===== config.mk =====
export PLATFORM = sky130hd
export DESIGN_NAME = switch_drain_arb
export DESIGN_NICKNAME = d
export VERILOG_FILES = /design/src/rtl/switch_drain_arb.sv
export SDC_FILE = /design/constraint.sdc
export NUM_CORES = 1
export LEC_CHECK = 0
export ABC_AREA = 1
export BUFFER_PORTS_ARGS = -buffer_cell sky130_fd_sc_hd__buf_4
export CAP_MARGIN = 20
export CELL_PAD_IN_SITES_DETAIL_PLACEMENT = 1
export CELL_PAD_IN_SITES_GLOBAL_PLACEMENT = 1
export CORE_ASPECT_RATIO = 0.75
export CORE_UTILIZATION = 34
export CTS_BUF_LIST = sky130_fd_sc_hd__clkbuf_4
export DETAILED_ROUTE_END_ITERATION = 10
export GPL_TIMING_DRIVEN = 1
export PLACE_DENSITY = 0.79
export SKIP_CTS_REPAIR_TIMING = 1
export SLEW_MARGIN = 0
export SYNTH_ARGS = -nofsm -noshare
export SYNTH_HDL_FRONTEND = slang
export SYNTH_SLANG_ARGS = --single-unit

===== constraint.sdc =====
create_clock -name clk -period 1.6 [get_ports clk]
set_input_delay 0.24 -clock clk [delete_from_list [all_inputs] [get_ports clk]]
set_output_delay 0.24 -clock clk [all_outputs]
set_load 0.1 [all_outputs]

===== src/rtl/switch_drain_arb.sv =====
// Output drain scheduler: grants one switch output FIFO at a time, pops it, forwards words on a valid/ready stream.
// Build option: define DRAIN_ARB_STRICT_PRIO_EN for fixed lowest-index priority instead of round-robin.
module switch_drain_arb #(
  parameter int NUM_OF_PORTS = 4,
  parameter int WORD_WIDTH   = 8,
  parameter int MAX_BURST    = 4,
  localparam int PW = $clog2(NUM_OF_PORTS),
  localparam int CW = $clog2(MAX_BURST + 1)
) (
  input  logic                               clk,
  input  logic                               rst,
  input  logic [NUM_OF_PORTS-1:0]            port_ready,
  input  logic [NUM_OF_PORTS*WORD_WIDTH-1:0] port_out,
  output logic [NUM_OF_PORTS-1:0]            port_read,
  output logic [WORD_WIDTH-1:0]              out_data,
  output logic [PW-1:0]                      out_port,
  output logic                               out_valid,
  input  logic                               out_ready,
  output logic                               busy
);

  typedef enum logic [1:0] {IDLE, READ, CAPT, HOLD} state_t;

  state_t        state, state_nxt;
  logic [PW-1:0] grant, sel, last_grant;
  logic [CW-1:0] burst_cnt, burst_inc;
  logic          accept, burst_more;

  logic [NUM_OF_PORTS-1:0][WORD_WIDTH-1:0] port_words;
  assign port_words = port_out;

  assign accept     = (state == HOLD) && out_ready;
  assign burst_inc  = burst_cnt + CW'(1);
  // A FIFO emptied by the last pop simply ends the burst.
  assign burst_more = (burst_inc < CW'(MAX_BURST)) && port_ready[grant];
  assign busy       = (state != IDLE);

`ifdef DRAIN_ARB_STRICT_PRIO_EN
  always_comb begin
    sel = '0;
    for (int i = NUM_OF_PORTS-1; i >= 0; i--)
      if (port_ready[PW'(i)]) sel = PW'(i);
  end
`else
  logic [PW-1:0] rr_idx;
  logic          sel_ok;

  // Search starts just after the previous grant so every ready port gets a turn.
  always_comb begin
    sel    = '0;
    sel_ok = 1'b0;
    rr_idx = '0;
    for (int k = 1; k <= NUM_OF_PORTS; k++) begin
      rr_idx = PW'((int'(last_grant) + k) % NUM_OF_PORTS);
      if (!sel_ok && port_ready[rr_idx]) begin
        sel    = rr_idx;
        sel_ok = 1'b1;
      end
    end
  end
`endif

  always_ff @(posedge clk) begin
    if (rst) state <= IDLE;
    else     state <= state_nxt;
  end

  always_comb begin
    state_nxt = state;
    port_read = '0;
    case (state)
      IDLE: if (|port_ready) state_nxt = READ;
      READ: begin
        port_read[grant] = 1'b1;
        state_nxt        = CAPT;
      end
      CAPT: state_nxt = HOLD;
      HOLD: if (accept) state_nxt = burst_more ? READ : IDLE;
      default: state_nxt = IDLE;
    endcase
  end

  always_ff @(posedge clk) begin
    if (rst) begin
      grant      <= '0;
      last_grant <= PW'(NUM_OF_PORTS - 1);
      burst_cnt  <= '0;
      out_data   <= '0;
      out_port   <= '0;
      out_valid  <= 1'b0;
    end else begin
      case (state)
        IDLE: if (|port_ready) begin
          grant     <= sel;
          burst_cnt <= '0;
        end
        CAPT: begin
          out_data  <= port_words[grant];
          out_port  <= grant;
          out_valid <= 1'b1;
        end
        HOLD: if (accept) begin
          out_valid <= 1'b0;
          burst_cnt <= burst_inc;
          if (!burst_more) last_grant <= grant;
        end
        default: ;
      endcase
    end
  end

endmodule


==> metrics <==
Sw Pwr=2.24 mW; Gate power share=0.722; Mapped Area=0.00134 mm^2; internal power=1.55 mW; CP Max Fanout=5; TritonCTS clock tree=built; Final HPWL DP=3.36 mm; Placer Congestion=0.736; H-tree Lvls=1; number of synthesized flops with an enable pin=0; IO buf count=54; GR Util All Layers=0.210; simple-gate portion of the synthesized area=0.325; routed wire length=4.11 mm; Final setup viols=1; initial drt markers=116; Syn Inst Count=190; worst setup path class=reg2out; Worst-Margin Slew=0.424 ns; FF+latch area=408 um^2; Rel. slew slack=0.717; Die ar.=0.00419 mm^2; multi-input logic area=882 um^2; Final Cycle Share=1.02; Syn Nets=235; die width=74.4 um; diode count=0; synth top area cells=dfxtp_1 (30%), nand2_1 (10%), nand3_1 (7.1%); Max VDD drop=0.00113 V; Pleak=0.914 nW; Core Box Area=0.00371 mm^2; switching share of power=0.592; outcome=complete, but fails checks; CP cell instances=inv_4, ha_1, inv_2, nor3_4, buf_12; Mean Syn Cell Area=7.03 um^2; clock power share=0.063; CP top delay family=buffers and inverters; clock skew=0.0151 ns; failing checks=negative setup slack; mux contribution to synthesized area=0; via count=1,491; Synth area leader=dfxtp_1; vias in the first global route=1,409; max-slew violations=0; grt total ovfl=0; Async SR Flop Fraction=0; first-pass GRT wire length=6.71 mm; Ports=55; Slowest-stage cell, CP=dfxtp_4; clock tree sinks=20; Post-Route Utilization=0.535; post-route ant nets=0; reg2reg path depth=10; Synth top area share=0.300; xor/xnor share of the synthesized area=0.00655; Compound-Gate Fraction of Synth Area=0.225; synth warn=0; initial antenna violation count=0; shortest period the worst path allows=1.63 ns; Reg power frac=0.215; most common cell in the netlist=nand2_1; pwr dens=1910 mW/mm^2; CP Data Required Time=1.36 ns; Achievable Freq=615 MHz; worst path buffer plus inverter count=3; hold path cells=2; Die Y=56.3 um; Worst Hold Launch=rst; Seq cells post-synth=20; FF-to-FF End=grant[0]; synth cell count leaders=nand2_1 (36), dfxtp_1 (20), inv_1 (19), nand3_1 (19), o21ai_0 (16); Vias/cell=4.97; CTS root buf=clkbuf_4; Initial Util=0.360; library cells used by synthesis=27; # Max-Cap Violations=0; CP endpoint kind=output pin; wire per inst=13.7 um; critical path data arrival time=1.39 ns; Hold Path End=state[0]; Worst-Skew Late Latency=0.30 ns; RSZ-0062 raised after global routing=yes; final hold violation count=0; Main synth FF type=dfxtp_1; fill cell count=488; DRC=0; largest net degree at the start of global routing=22; First-pass DRT Iterations=4; CP peak stage delay=0.37 ns; largest family of logic cells by synthesized area=simple AND/OR/NAND/NOR gates; Clock Path Buffers=2; sequential area share after synthesis=0.300; synthesized-area fraction occupied by adder cells=0.0562; Hold Crit Class=in2reg; Worst setup SP type=flip-flop; R2R Setup Slk=0.18 ns; Area Growth Syn to Fin=48.4%; Layout Nets=295; Num CTS Buffers=3; pre-CTS setup slack=0.0959 ns; fraction of layout cells with a size suffix above 1=0.399; Reg clk slew, reported paths=0.10 ns; Setup WS post-layout=-0.0261 ns; reg2reg start=last_grant[0]; Rows=19
[cells in the final DEF (no fill, tap or decap)]
| master | n |
|---|---|
| buf_4 | 56 |
| nand2_1 | 36 |
| nand3_1 | 19 |
| dfxtp_1 | 16 |
| inv_1 | 15 |
| o21ai_0 | 15 |
| a21oi_1 | 11 |
| nand2_2 | 9 |
| a22oi_1 | 8 |
| a41oi_1 | 8 |
| nor2_1 | 8 |
| inv_2 | 4 |
| nand2_4 | 4 |
| ha_1 | 4 |
| buf_12 | 4 |
| nor2_4 | 3 |
| clkbuf_4 | 3 |
| dfxtp_2 | 3 |
| nand4_1 | 2 |
| o21ai_1 | 2 |
| o211ai_1 | 2 |
| nor3_4 | 1 |
| inv_4 | 1 |
| clkinvlp_4 | 1 |
| nor2_2 | 1 |
| nor3_1 | 1 |
| a31oi_4 | 1 |
| inv_6 | 1 |
| nor2_8 | 1 |
| and2_1 | 1 |
| o21ai_2 | 1 |
| xnor2_1 | 1 |
| or2_2 | 1 |
| ha_4 | 1 |
| ha_2 | 1 |
| buf_6 | 1 |
| dfxtp_4 | 1 |
[per-layer routing]
metal	vias to the layer above	GRT usage	part of all wire
li1	775	-	-
met1	684	0.320	0.52
met2	30	0.306	0.44
met3	2	0.0431	0.035
met4	0	0.0323	0.0024
met5	-	0	0
[state kept, by name, summed over array words and instances (netlist names)]
signal	flops
out_data	8
burst_cnt	3
grant	2
last_grant	2
out_port	2
state	2
out_valid	1
[power groups by stage]
stage               registers, mW  logic [mW]  clock network [mW]
finish                      0.816        2.74               0.238
global placement            0.815        2.59                   0
detailed placement          0.819        2.63                   0
CTS                         0.807        2.63               0.248
global route                0.839        2.93               0.270
floorplan                    1.57        1.21                   0
[worst max-delay path by stage]
stage / start / end / depth (start not counted)
3_5_place_dp: state[0] / burst_cnt[2] / 7
3_3_place_gp: state[0] / burst_cnt[2] / 7
2_1_floorplan: state[1] / port_read[1] / 4
6_report: state[1] / port_read[0] / 5
5_1_grt: state[1] / port_read[0] / 5
4_1_cts: state[1] / port_read[0] / 5
[metrics by stage]
| step | hold slack (ns) | std cells | power (mW) | TNS [ns] | area (um^2) |
|---|---|---|---|---|---|
| 3_3_place_gp | 0.435 | 297 | 3.41 | 0 | 1880 |
| 6_report | 0.125 | 300 | 3.79 | -0.0261 | 1980 |
| 4_1_cts | 0.109 | 300 | 3.69 | -0.476 | 1910 |
| 2_1_floorplan | 0.302 | 190 | 2.78 | -0.339 | 1390 |
| 5_1_grt | 0.0951 | 300 | 4.03 | -0.250 | 1980 |
| 3_5_place_dp | 0.440 | 297 | 3.45 | 0 | 1880 |
[logic make-up after synthesis]
| family | Yosys count |
|---|---|
| adder cells (fa/ha/maj) | 6 |
| buffers and inverters | 28 |
| AND/OR/NAND/NOR | 87 |
| AO/OA/AOI/OAI | 48 |
| XOR/XNOR | 1 |
| flip-flops | 20 |
[layout make-up]
| cell class | count | area share |
|---|---|---|
| inverter | 22 | 0.0473 |
| multi-input combinational | 142 | 0.445 |
| clock buffer | 3 | 0.0114 |
| tap | 52 | 0.0328 |
| sequential | 20 | 0.206 |
| timing repair buffer | 61 | 0.258 |
Power figures use the tool's default switching activity.
